===== src/rtl/gcd_job_sequencer.sv =====
// gcd_job_sequencer: Avalon-MM front end that queues operand pairs, feeds them
// one at a time to the GCD engine and collects results in a FIFO for the CPU.
// Jobs with a zero operand are resolved locally (the engine cannot finish them).
module gcd_job_sequencer #(
  parameter int DEPTH = 4,
  parameter int CW    = 3
) (
  input  logic        csi_clk,
  input  logic        rsi_reset,
  input  logic [1:0]  avs_address,
  input  logic        avs_write,
  input  logic [31:0] avs_writedata,
  input  logic        avs_read,
  output logic [31:0] avs_readdata,
  output logic        gcd_start,
  output logic [31:0] gcd_a,
  output logic [31:0] gcd_b,
  input  logic        gcd_done,
  input  logic [31:0] gcd_result,
  output logic        irq
);

  localparam int AW = $clog2(DEPTH);
  localparam logic [CW-1:0] FULL_CNT = CW'(DEPTH);
  localparam logic [CW-1:0] CNT_ONE  = CW'(1);
  localparam logic [AW-1:0] PTR_ONE  = AW'(1);

  typedef enum logic [1:0] {
    S_IDLE  = 2'd0,
    S_ISSUE = 2'd1,
    S_WAIT  = 2'd2,
    S_WRITE = 2'd3
  } state_e;

  // Storage and state
  logic [63:0]   job_mem_q [DEPTH];
  logic [31:0]   res_mem_q [DEPTH];
  logic [AW-1:0] job_wp_q, job_rp_q, res_wp_q, res_rp_q;
  logic [CW-1:0] job_cnt_q, job_cnt_d, res_cnt_q, res_cnt_d;
  logic [31:0]   a_stage_q;
  state_e        state_q, state_d;
  logic [31:0]   gcd_a_q, gcd_a_d, gcd_b_q, gcd_b_d, res_val_q, res_val_d;
  logic          start_q;
  logic          ovf_q, ovf_d, unf_q, unf_d;
  logic [31:0]   rdata_q, rdata_d;
  logic          irq_q;

  // Bus decode and FIFO handshakes
  logic        wr_a_s, wr_job_s, wr_clr_s, rd_res_s;
  logic        job_full_s, job_empty_s, res_empty_s;
  logic        job_push_s, job_pop_s, res_push_s, res_pop_s;
  logic [31:0] job_head_a_s, job_head_b_s, res_head_s, status_s;

  assign wr_a_s   = avs_write && (avs_address == 2'd0);
  assign wr_job_s = avs_write && (avs_address == 2'd1);
  assign wr_clr_s = avs_write && (avs_address == 2'd3) && avs_writedata[0];
  assign rd_res_s = avs_read  && (avs_address == 2'd2);

  assign job_full_s   = (job_cnt_q == FULL_CNT);
  assign job_empty_s  = (job_cnt_q == {CW{1'b0}});
  assign res_empty_s  = (res_cnt_q == {CW{1'b0}});
  assign job_head_a_s = job_mem_q[job_rp_q][63:32];
  assign job_head_b_s = job_mem_q[job_rp_q][31:0];
  assign res_head_s   = res_mem_q[res_rp_q];

  // A pop in the same cycle frees a slot, so a push to a full FIFO still lands
  assign job_push_s = wr_job_s && (!job_full_s || job_pop_s);
  assign res_pop_s  = rd_res_s && !res_empty_s;

  // Next-state logic: dispatch, issue, wait for engine, write result
  always_comb begin
    state_d    = state_q;
    gcd_a_d    = gcd_a_q;
    gcd_b_d    = gcd_b_q;
    res_val_d  = res_val_q;
    job_pop_s  = 1'b0;
    res_push_s = 1'b0;
    case (state_q)
      S_IDLE: begin
        // done must be low: the engine keeps done high across a late start
        if (!job_empty_s && (res_cnt_q != FULL_CNT) && !gcd_done) begin
          job_pop_s = 1'b1;
          if ((job_head_a_s == 32'd0) || (job_head_b_s == 32'd0)) begin
            res_val_d = job_head_a_s | job_head_b_s;
            state_d   = S_WRITE;
          end else begin
            gcd_a_d = job_head_a_s;
            gcd_b_d = job_head_b_s;
            state_d = S_ISSUE;
          end
        end else begin
          state_d = S_IDLE;
        end
      end
      S_ISSUE: state_d = S_WAIT;
      S_WAIT: begin
        if (gcd_done) begin
          res_val_d = gcd_result;
          state_d   = S_WRITE;
        end else begin
          state_d = S_WAIT;
        end
      end
      S_WRITE: begin
        res_push_s = 1'b1;
        state_d    = S_IDLE;
      end
      default: state_d = S_IDLE;
    endcase
  end

  // FIFO occupancy next values
  always_comb begin
    job_cnt_d = job_cnt_q;
    res_cnt_d = res_cnt_q;
    case ({job_push_s, job_pop_s})
      2'b10:   job_cnt_d = job_cnt_q + CNT_ONE;
      2'b01:   job_cnt_d = job_cnt_q - CNT_ONE;
      default: job_cnt_d = job_cnt_q;
    endcase
    case ({res_push_s, res_pop_s})
      2'b10:   res_cnt_d = res_cnt_q + CNT_ONE;
      2'b01:   res_cnt_d = res_cnt_q - CNT_ONE;
      default: res_cnt_d = res_cnt_q;
    endcase
  end

  // Status word, sticky flags and read data
  always_comb begin
    status_s           = 32'd0;
    status_s[CW-1:0]   = job_cnt_q;
    status_s[8 +: CW]  = res_cnt_q;
    status_s[16]       = (state_q != S_IDLE);
    status_s[17]       = ovf_q;
    status_s[18]       = unf_q;

    if (wr_job_s && job_full_s && !job_pop_s) begin
      ovf_d = 1'b1;
    end else if (wr_clr_s) begin
      ovf_d = 1'b0;
    end else begin
      ovf_d = ovf_q;
    end

    if (rd_res_s && res_empty_s) begin
      unf_d = 1'b1;
    end else if (wr_clr_s) begin
      unf_d = 1'b0;
    end else begin
      unf_d = unf_q;
    end

    rdata_d = rdata_q;
    if (avs_read) begin
      case (avs_address)
        2'd2:    rdata_d = res_empty_s ? 32'd0 : res_head_s;
        2'd3:    rdata_d = status_s;
        default: rdata_d = 32'd0;
      endcase
    end else begin
      rdata_d = rdata_q;
    end
  end

  // FIFO entry storage (contents are don't-care while the pointers say empty)
  always_ff @(posedge csi_clk) begin
    if (job_push_s) job_mem_q[job_wp_q] <= {a_stage_q, avs_writedata};
    if (res_push_s) res_mem_q[res_wp_q] <= res_val_q;
  end

  // FIFO pointers, counts and the A staging register
  always_ff @(posedge csi_clk or posedge rsi_reset) begin
    if (rsi_reset) begin
      job_wp_q  <= {AW{1'b0}};
      job_rp_q  <= {AW{1'b0}};
      res_wp_q  <= {AW{1'b0}};
      res_rp_q  <= {AW{1'b0}};
      job_cnt_q <= {CW{1'b0}};
      res_cnt_q <= {CW{1'b0}};
      a_stage_q <= 32'd0;
    end else begin
      if (job_push_s) job_wp_q <= job_wp_q + PTR_ONE;
      if (job_pop_s)  job_rp_q <= job_rp_q + PTR_ONE;
      if (res_push_s) res_wp_q <= res_wp_q + PTR_ONE;
      if (res_pop_s)  res_rp_q <= res_rp_q + PTR_ONE;
      job_cnt_q <= job_cnt_d;
      res_cnt_q <= res_cnt_d;
      if (wr_a_s) a_stage_q <= avs_writedata;
    end
  end

  // Sequencer state, engine operands, captured result and registered outputs
  always_ff @(posedge csi_clk or posedge rsi_reset) begin
    if (rsi_reset) begin
      state_q   <= S_IDLE;
      gcd_a_q   <= 32'd0;
      gcd_b_q   <= 32'd0;
      res_val_q <= 32'd0;
      start_q   <= 1'b0;
      ovf_q     <= 1'b0;
      unf_q     <= 1'b0;
      rdata_q   <= 32'd0;
      irq_q     <= 1'b0;
    end else begin
      state_q   <= state_d;
      gcd_a_q   <= gcd_a_d;
      gcd_b_q   <= gcd_b_d;
      res_val_q <= res_val_d;
      start_q   <= (state_d == S_ISSUE);
      ovf_q     <= ovf_d;
      unf_q     <= unf_d;
      rdata_q   <= rdata_d;
      irq_q     <= (res_cnt_d != {CW{1'b0}});
    end
  end

  assign gcd_start    = start_q;
  assign gcd_a        = gcd_a_q;
  assign gcd_b        = gcd_b_q;
  assign avs_readdata = rdata_q;
  assign irq          = irq_q;

endmodule


===== config.mk =====
export PLATFORM = sky130hd
export DESIGN_NAME = gcd_job_sequencer
export DESIGN_NICKNAME = d
export VERILOG_FILES = /design/src/rtl/gcd_job_sequencer.sv
export SDC_FILE = /design/constraint.sdc
export NUM_CORES = 1
export LEC_CHECK = 0
export ABC_CLOCK_PERIOD_IN_PS = 7790
export BUFFER_PORTS_ARGS = -buffer_cell sky130_fd_sc_hd__buf_2
export CAP_MARGIN = 20
export CORE_UTILIZATION = 60
export DETAILED_ROUTE_END_ITERATION = 12
export PLACE_DENSITY = 0.8
export SYNTH_ARGS = -nofsm -noshare
export SYNTH_HDL_FRONTEND = slang
export SYNTH_SLANG_ARGS = --single-unit

===== constraint.sdc =====
create_clock -name csi_clk -period 7.79 [get_ports csi_clk]
set_input_delay 1.558 -clock csi_clk [delete_from_list [all_inputs] [get_ports csi_clk]]
set_output_delay 1.558 -clock csi_clk [all_outputs]
set_load 0.01 [all_outputs]

==> results.md, run 1 <==
* Result of the run: finished clean
* Sum of net half-perimeters after detailed placement at approximately 31 mm
* CTS clock-pin slew for the worst setup and hold paths at about 60 ps
* Tightest Hold Check Type: reg2reg
* Synth Warn # at 0
* Clock Tree Buf Depth at 3
* Cell type contributing the most total cell area after synthesis: sky130_fd_sc_hd__edfxtp_1
* Number of hold violations in the final report at 0
* Power per cell area at a little under 400 nW/um^2
* Endpoint of the worst hold path: gcd_a[9]$_DFFE_PP0P_
* Cell count after synthesis at 1308
* Drt via density at approximately 6.3
* Total Routing Usage GR at between 20% and 30%
* Post-CTS setup repair buffer count at 0
* Largest voltage drop on the vdd net at around 0.29 mV
* Final Core Density at between 60% and 70%
* Fin Setup TNS at 0 ps
* Total vias in the final route at 12689
* Max-cap violation count at 0
* Number of H-tree levels at 2
* Die span in x at 196.1 um
* Flop-to-flop setup slack at 3050 ps
* Switching power at between 0.003 and 0.004 W
* Met3 global-route usage at 5.071%
* Number of unique standard cell types used by synthesis at 43
* Reg2reg path depth at 10
* Buffer type at the clock tree root: sky130_fd_sc_hd__clkbuf_16
* Slowest stage cell on the critical path: sky130_fd_sc_hd__and2_2
* Final net count at 1552
* Largest net degree at the start of global routing at 130
* P&R area growth vs syn at 14.01%
* Count of antenna-violating nets left after detailed routing at 0
* CP Cell Sequence: buf_2 -> a311o_1 -> buf_4 -> or2_1 -> a31oi_1 -> and2_2 -> buf_4
* Endpoint of the lowest-slack register-to-register path: gcd_a[6]$_DFFE_PP0P_
* Final slew viol count at 0
* Combinational group share of total power at 29.3%
* CP endpoint kind: register
* Die height at just under 200 um
* Floorplan core area at 36870 um^2
* Critical Path Max Stage Delay at slightly below 1000 ps
* Number of buffers added by the clock tree synthesis step at 54
* Count of endpoints failing setup in the final report at 0
* Static leakage at 9.467 nW
* Worst Tran Pin Value at 1057 ps
* Post-DR wirelength/cell at around 25 um
* Final critical-path share of the clock period at 62.63%
* Sequential cell fraction of total power at a little over two fifths
* Synth Area per Inst at 17.29 um^2
* Clock power share at a little over a quarter
* Maximum clock skew at final layout at 21.03 ps
* Unrepaired setup endpoints after global routing: false
* Critical R2R Launch: job_rp_q[0]$_DFFE_PP0N_
* Number of filler instances in the final layout at 2277
* Highest Clock Rate at slightly above 200 MHz
* Count of boundary I/O pins at approximately 170
* Share of synthesized area occupied by flip-flops and latches at 70.91%
* Final critical-path required period at 4879 ps
* Arrival time at the worst endpoint at about 5000 ps
* Number of clock sinks at between 500 and 600
* Crit path required time at 8040 ps
* Hold-fix buffers at CTS at 0
* Post-synth net total at approximately 1400
* Highest net fanout along the worst path at 38
* Hold Worst Slack at 489.3 ps
* Number of remaining DRC errors at 0
* Cell internal power dissipation at between 0.006 and 0.007 W
* GR Util met2 at between 40% and 50%
* Area enclosed by the die boundary at between 30000 and 40000 um^2
* Number of iterations in the first detailed-routing pass at 8
* Leading post-synthesis cells by cell area: sky130_fd_sc_hd__edfxtp_1 (51%), sky130_fd_sc_hd__dfrtp_1 (20%), sky130_fd_sc_hd__mux4_2 (9.6%)
* Origin of the worst min-delay path: gcd_a[9]$_DFFE_PP0P_
* Instance count along the most critical hold path at 1
* Std cell rows at 70
* Initial antenna violation count at 4
* Cell type with the highest occurrence count on the critical path: sky130_fd_sc_hd__buf_4
* Area of the multi-input gates at roughly 6100 um^2
* Violation count after the first detailed-route iteration at roughly 1200
* Global-route wire length before repair at 77.34 mm
* Share of layout cells above drive strength 1 at about 30%
* Switching Fraction at 31.96%
* Leftover overflow at the end of global routing at 0
* Top Usage Layer GRT: met2
* Routing usage on met1 at between 30% and 40%
* Proportion of netlist area held by the largest area contributor at approximately half
* Relative max-transition margin at 29.53%
* Critical Setup Path Class: in2reg
* Port Buffers at roughly 170
* Post-CTS sizing at 0
* Post-detailed-routing wire length at around 50 mm
* RePlAce Congestion at roughly 0.81
* Number of global-route vias before repair at 12720
* Area of the mapped netlist at between 20000 and 25000 um^2
* Latest clock arrival within the worst-skew pair at approximately 610 ps
* Number of flip-flops and latches in the synthesized netlist at 564
* Effective utilization at floorplan at 61.33%
* Critical path launch point type: primary input
* Footprint of the flip-flops and latches at 16040 um^2
* Clock tree from TritonCTS: built
flip-flops by register name, summed over array words and instances, names as in the netlist, 3 cells and up:
signal,flops
job_mem_q,256
a_stage_q,32
avs_readdata,32
res_mem_q,128
job_cnt_q,3
res_cnt_q,3
gcd_a,32
res_val_q,32
gcd_b,32
per-stage QoR:
stage / instance area (um^2) / total power, W / cells / worst slack [ps]
after global routing: 25780 / 0.01051 / 2019 / 2723
after CTS: 25730 / 0.01012 / 2015 / 2971
after detailed placement: 23870 / 0.007390 / 1913 / 2391
after floorplan: 22610 / 0.006417 / 1308 / 1345
after global placement: 23840 / 0.007262 / 1912 / 2484
final: 25780 / 0.01008 / 2021 / 2911
layout make-up:
type | count | area share (%)
flip-flops and latches | 564 | 62.23
multi-input cells | 644 | 23.82
clock buffers | 75 | 6.154
repair buffers | 187 | 3.989
well taps | 504 | 2.446
clock inverters | 27 | 1.058
inverters | 16 | 0.2621
diodes | 4 | 0.03883
cell usage after synthesis:
cell / count
sky130_fd_sc_hd__a31oi_1: 2
sky130_fd_sc_hd__mux4_2: 96
sky130_fd_sc_hd__xnor2_1: 7
sky130_fd_sc_hd__o22a_1: 1
sky130_fd_sc_hd__mux2i_1: 3
sky130_fd_sc_hd__edfxtp_1: 384
sky130_fd_sc_hd__dfrtp_1: 180
sky130_fd_sc_hd__o21ai_0: 28
sky130_fd_sc_hd__mux2_1: 34
sky130_fd_sc_hd__a311o_1: 33
sky130_fd_sc_hd__xor2_1: 4
sky130_fd_sc_hd__clkbuf_1: 56
sky130_fd_sc_hd__nor3_1: 2
sky130_fd_sc_hd__o21ai_1: 3
sky130_fd_sc_hd__inv_2: 1
sky130_fd_sc_hd__a22o_1: 23
sky130_fd_sc_hd__fa_1: 2
sky130_fd_sc_hd__a21bo_1: 1
sky130_fd_sc_hd__and3_1: 1
sky130_fd_sc_hd__nor3b_1: 1
sky130_fd_sc_hd__and2_1: 11
sky130_fd_sc_hd__buf_1: 8
sky130_fd_sc_hd__buf_4: 1
sky130_fd_sc_hd__nor2b_1: 3
sky130_fd_sc_hd__o311ai_0: 5
sky130_fd_sc_hd__or2_1: 1
sky130_fd_sc_hd__nor2_1: 81
sky130_fd_sc_hd__or3_1: 1
sky130_fd_sc_hd__nor4_1: 16
sky130_fd_sc_hd__buf_6: 10
sky130_fd_sc_hd__nand4_1: 36
sky130_fd_sc_hd__a32o_1: 1
sky130_fd_sc_hd__nand2_1: 92
sky130_fd_sc_hd__ha_1: 12
sky130_fd_sc_hd__a221oi_1: 9
sky130_fd_sc_hd__nand3_1: 66
sky130_fd_sc_hd__o2bb2ai_1: 1
sky130_fd_sc_hd__buf_2: 9
sky130_fd_sc_hd__mux2_2: 2
sky130_fd_sc_hd__mux2_4: 60
sky130_fd_sc_hd__nand3b_1: 1
sky130_fd_sc_hd__inv_1: 15
sky130_fd_sc_hd__nand2b_1: 5
kinds of logic (layout without fill, tap and decap cells):
family / count (synthesis) / count (layout) / share of synthesized area [%]
DFF: 564 / 564 / 70.91
and+or+nand+nor: 317 / 317 / 6.490
muxes: 195 / 195 / 15.47
AOI/OAI and AO/OA: 107 / 107 / 3.801
buffers and inverters: 100 / 305 / 2.058
adders and majority gates: 14 / 14 / 0.8410
xor gates and xnor gates: 11 / 11 / 0.4260
other: 0 / 4 / 0
power groups by stage:
stage / Sequential, W / Clock, W / Combinational (W)
after detailed placement: 0.00449 / 0 / 0.00290
after global placement: 0.00445 / 0 / 0.00281
after global routing: 0.00449 / 0.00285 / 0.00317
after floorplan: 0.00429 / 0 / 0.00213
after CTS: 0.00445 / 0.00274 / 0.00293
final: 0.00442 / 0.00271 / 0.00295
worst max-delay path: cells and delay by family:
family / cells / cell delay (ps)
simple gates: 2 / 1320
buf+inv: 3 / 1100
compound gates: 2 / 1070
layout by cell type, fill, tap and decap left out, types with 5 or more instances in the layout:
cell type                    instances
sky130_fd_sc_hd__clkinvlp_4          7
sky130_fd_sc_hd__xnor2_1             7
sky130_fd_sc_hd__ha_1               10
sky130_fd_sc_hd__a22o_1             23
sky130_fd_sc_hd__clkbuf_8            5
sky130_fd_sc_hd__bufinv_16           5
sky130_fd_sc_hd__inv_1              14
sky130_fd_sc_hd__clkinv_2            9
sky130_fd_sc_hd__clkinv_1            5
sky130_fd_sc_hd__nor2_1             80
sky130_fd_sc_hd__a221oi_1            9
sky130_fd_sc_hd__nand4_1            36
sky130_fd_sc_hd__o21ai_0            28
sky130_fd_sc_hd__mux2_1             34
sky130_fd_sc_hd__nand2_1            92
sky130_fd_sc_hd__edfxtp_1          384
sky130_fd_sc_hd__mux4_2             96
sky130_fd_sc_hd__mux2_4             60
sky130_fd_sc_hd__a311o_1            33
sky130_fd_sc_hd__and2_2              8
sky130_fd_sc_hd__buf_4              16
sky130_fd_sc_hd__buf_2             168
sky130_fd_sc_hd__o311ai_0            5
sky130_fd_sc_hd__nand2b_1            5
sky130_fd_sc_hd__clkbuf_16          59
sky130_fd_sc_hd__dfrtp_1           176
sky130_fd_sc_hd__nand3_1            66
sky130_fd_sc_hd__clkbuf_1           11
sky130_fd_sc_hd__nor4_1             16
how the worst max path moves through the flow:
stage / start / to / cells after the start
2_1_floorplan: rsi_reset / a_stage_q[0]$_DFFE_PP0P_ / 1
3_3_place_gp: gcd_done / job_mem_q[0][2]$_DFFE_PP_ / 7
3_5_place_dp: gcd_done / job_mem_q[2][49]$_DFFE_PP_ / 7
4_1_cts: gcd_done / job_mem_q[0][37]$_DFFE_PP_ / 7
5_1_grt: gcd_done / job_mem_q[2][40]$_DFFE_PP_ / 7
6_report: gcd_done / job_mem_q[2][49]$_DFFE_PP_ / 7
layer usage:
layer	vias up	part of all wire, %
met5	-	0
met4	0	3.6
met3	106	7.7
met2	614	49
met1	6546	39
li1	5423	-
(Power assumes the default switching activity.)
==> run 2, diff against run 1 <==
- ABC_AREA: default -> 1
- ABC_CLOCK_PERIOD_IN_PS: 7790 -> 4300
- CORE_UTILIZATION: 60 -> 54
- PLACE_DENSITY: 0.8 -> 0.76
- clock period: 7.79 -> 4.3 ns (I/O delays scaled with it)
==> results.md, run 2 <==
* Largest voltage drop on the vdd net at 0.5009 mV (+74%)
* Count of boundary I/O pins at 169 (unchanged)
* Area share of and/or/nand/nor cells after synthesis at 14.93% (+8.4 points)
* Hold Worst Slack at 228.0 ps (-261.3 ps)
* Maximum clock skew at final layout at 27.30 ps (+6.267 ps)
* Arrival time at the worst endpoint at 4140 ps (-980 ps)
* Xor and xnor fraction of the mapped netlist area at 0.3156% (-0.11 points)
* Post-detailed-routing wire length at 53.49 mm (+5.2%)
* Overall power at 0.01783 W (+77%)
* Number of iterations in the first detailed-routing pass at 5 (-3)
* Max-cap violation count at 0 (unchanged)
* Number of hold violations in the final report at 0 (unchanged)
* Global-route wire length before repair at 82.27 mm (+6.4%)
* Post-DR wirelength/cell at 20.54 um (-18%)
* Final net count at 2119 (+37%)
* Post-CTS sizing at 0 (unchanged)
* Number of H-tree levels at 2 (unchanged)
* Area enclosed by the die boundary at 41920 um^2 (+9.0%)
* Cell count after synthesis at 1881 (+44%)
* Share of synthesized area occupied by flip-flops and latches at 72.24% (+1.3 points)
* Area of the mapped netlist at 22200 um^2 (-1.8%)
* Fin Setup TNS at 0 ps (unchanged)
* Final critical-path required period at approximately 3600 ps
* Register bank with the most flops: job_mem_q
* Number of buffers added by the clock tree synthesis step at 53 (-1.9%)
* Highest Clock Rate at ~270 MHz
* Slack of the critical path at 660.6 ps (-2251 ps)
* Biggest regs: job_mem_q (256), res_mem_q (128)
* Power per cell area at 699.3 nW/um^2 (+79%)
* Number of remaining DRC errors at 0 (unchanged)
* Critical path launch point type: register
* Std cell rows at 73 (+4.3%)
* Number of flip-flops and latches in the synthesized netlist at 564 (unchanged)
* Count of antenna-violating nets left after detailed routing at 0 (unchanged)
* Highest net fanout along the worst path at 82 (+120%)
* Sum of net half-perimeters after detailed placement at 32.88 mm (+4.6%)
* Worst Tran Pin Value at 896.5 ps (-160.6 ps)
* Number of global-route vias before repair at 14204 (+12%)
* Relative max-transition margin at 40.24% (+11 points)
* Reg2reg path depth at 15 (+5)
* Leftover overflow at the end of global routing at 0 (unchanged)
* Final critical-path share of the clock period at a little over four fifths
* Primary FF master, synth: sky130_fd_sc_hd__edfxtp_1
* Hold-fix buffers at CTS at 0 (unchanged)
* Fraction of synthesized area in multiplexers at 1.843% (-14 points)
* Floorplan core area at 40100 um^2 (+8.7%)
* Instance area after placement at 23630 um^2 (-1.0%)
* Critical Setup Path Class: reg2reg
* Fraction of the mapped netlist area in adder cells at 0.8567% (+0.016 points)
* CTS clock-pin slew for the worst setup and hold paths at 60 ps (about the same)
* Leading post-synthesis cells by cell area: sky130_fd_sc_hd__edfxtp_1 (52%), sky130_fd_sc_hd__dfrtp_1 (20%), sky130_fd_sc_hd__nand2_1 (9.5%)
* Initial antenna violation count at 2 (-2)
* Dominant combinational cell family by area after synthesis: simple AND/OR/NAND/NOR gates
* Proportion of netlist area held by the largest area contributor at 51.94% (+0.95 points)
* Buffer type at the clock tree root: sky130_fd_sc_hd__clkbuf_16
* Critical R2R Launch: job_rp_q[1]$_DFFE_PP0N_
* Largest net degree at the start of global routing at 130 (unchanged)
* Unrepaired setup endpoints after global routing: false
* Final slew viol count at 0 (unchanged)
* Tightest Hold Check Type: in2async
* Leading cell type in the layout, fill and taps excluded: sky130_fd_sc_hd__nand2_1
* Total vias in the final route at 14809 (+17%)
* Synth Area per Inst at 11.80 um^2 (-32%)
* Synth top cells by count: sky130_fd_sc_hd__nand2_1 (562), sky130_fd_sc_hd__edfxtp_1 (384), sky130_fd_sc_hd__dfrtp_1 (180), sky130_fd_sc_hd__nand3_1 (162), sky130_fd_sc_hd__o21ai_0 (116)
* Post-CTS setup repair buffer count at 0 (unchanged)
* Number of clock sinks at 564 (unchanged)
* Leading cell types in the layout, fill and taps excluded: sky130_fd_sc_hd__nand2_1 (561), sky130_fd_sc_hd__edfxtp_1 (384), sky130_fd_sc_hd__dfrtp_1 (178), sky130_fd_sc_hd__buf_2 (168), sky130_fd_sc_hd__nand3_1 (161)
* Number of unique standard cell types used by synthesis at 29 (-33%)
* Synthesized-area fraction occupied by ao, oa, aoi and oai cells at 6.628% (+2.8 points)
* Flip-flop count of the largest register after layout at 256 (unchanged)
* Latest clock arrival within the worst-skew pair at 590 ps (-20 ps)
* Die height at 204.8 um (+4.4%)
* Count of flip-flops with a built-in enable after synthesis at 384 (unchanged)
* Effective utilization at floorplan at 55.36% (-6.0 points)
* Total Routing Usage GR at 25.96% (-1.1 points)
* Endpoint of the lowest-slack register-to-register path: gcd_b[12]$_DFFE_PP0P_
* P&R area growth vs syn at 14.84%
* Cell type contributing the most total cell area after synthesis: sky130_fd_sc_hd__edfxtp_1
* Violation count after the first detailed-route iteration at 1560 (+31%)
* Post-synth net total at 1966 (+41%)
* Leading cell type by number of instances after synthesis: sky130_fd_sc_hd__nand2_1
* Count of endpoints failing setup in the final report at 0 (unchanged)
* Result of the run: finished clean
* Layout Cell Area excl Fill at 25490 um^2 (-1.1%)
* CP endpoint kind: register
* Flop-to-flop setup slack at 660 ps (-2390 ps)
* Drt via density at 5.685 (-9.5%)
* Port Buffers at 168 (unchanged)
* Synth Warn # at 0 (unchanged)
* RePlAce Congestion at 0.8401 (+4.0%)
* Worst slack at placement at 750.5 ps (-1641 ps)
* Die span in x at 204.8 um (+4.4%)
* Share of flip-flops with an asynchronous set or reset after synthesis at 31.91% (unchanged)
* Share of layout cells above drive strength 1 at 15.87% (-14 points)
* Clock tree from TritonCTS: built
* Crit path required time at 4800 ps (-3240 ps)
* Clock Tree Buf Depth at 3 (unchanged)
* Static leakage at 10.43 nW (+10%)
[run 2: final cells by class]
type	count	area, um^2
sequential	564	16040
fill	2933	14600
multi-input combinational	1149	5507
clock buffer	74	1519
timing repair buffer	200	1201
tap	525	656.9
clock inverter	26	314.1
inverter	66	252.7
antenna	1	2.502
[run 2: worst max-delay path by stage]
stage	end	slack, ps	cells after the start	from
floorplan	job_mem_q[0][0]$_DFFE_PP_	-330	7	gcd_done
CTS	gcd_b[12]$_DFFE_PP0P_	680	15	job_rp_q[1]$_DFFE_PP0N_
global route	gcd_b[12]$_DFFE_PP0P_	480	15	job_rp_q[1]$_DFFE_PP0N_
global placement	gcd_a[8]$_DFFE_PP0P_	850	14	job_rp_q[1]$_DFFE_PP0N_
detailed placement	gcd_a[8]$_DFFE_PP0P_	750	14	job_rp_q[1]$_DFFE_PP0N_
finish	gcd_b[12]$_DFFE_PP0P_	660	15	job_rp_q[1]$_DFFE_PP0N_
[run 2: where the power goes]
group / switching, W / total [W] / internal [W] / leakage, nW
clock network: 0.00196 / 0.00484 / 0.00289 / 0.901
logic: 0.00374 / 0.00541 / 0.00168 / 3.82
registers: 0.000679 / 0.00757 / 0.00689 / 5.71
total: 0.00637 / 0.0178 / 0.0115 / 10.4
[run 2: kinds of logic (layout without fill, tap and decap cells)]
logic type / after synthesis / in the layout
muxes: 37 / 37
xor gates and xnor gates: 8 / 8
AOI/OAI and AO/OA: 264 / 264
buffers and inverters: 168 / 366
adders and majority gates: 14 / 14
other: 0 / 1
DFF: 564 / 564
and+or+nand+nor: 826 / 826
[run 2: layer usage]
metal,track usage [%],vias up,wire (um)
li1,-,6790,-
met4,8.529,2,1508
met3,3.850,98,4120
met5,0,-,13
met2,41.88,633,25910
met1,36.38,7286,21940
[run 2: worst max-delay path: stages (launching register included)]
cell	delay (ps)
sky130_fd_sc_hd__dfrtp_2	400
sky130_fd_sc_hd__inv_2	530
sky130_fd_sc_hd__buf_4	410
sky130_fd_sc_hd__nand3_1	130
sky130_fd_sc_hd__nand2_1	220
sky130_fd_sc_hd__nand2_1	100
sky130_fd_sc_hd__nor2_1	260
sky130_fd_sc_hd__nand2_1	90
sky130_fd_sc_hd__nor2_1	160
sky130_fd_sc_hd__nand2_1	70
sky130_fd_sc_hd__nand2_1	140
sky130_fd_sc_hd__inv_2	70
sky130_fd_sc_hd__nand2_4	340
sky130_fd_sc_hd__buf_12	330
sky130_fd_sc_hd__nand2_1	120
sky130_fd_sc_hd__o21ai_1	100
[run 2: per-stage QoR]
step           instances  utilization, %
6_report            2605           63.58
5_1_grt             2604           63.57
4_1_cts             2603           63.50
3_5_place_dp        2503           58.93
3_3_place_gp        2503           58.93
2_1_floorplan       1881               -
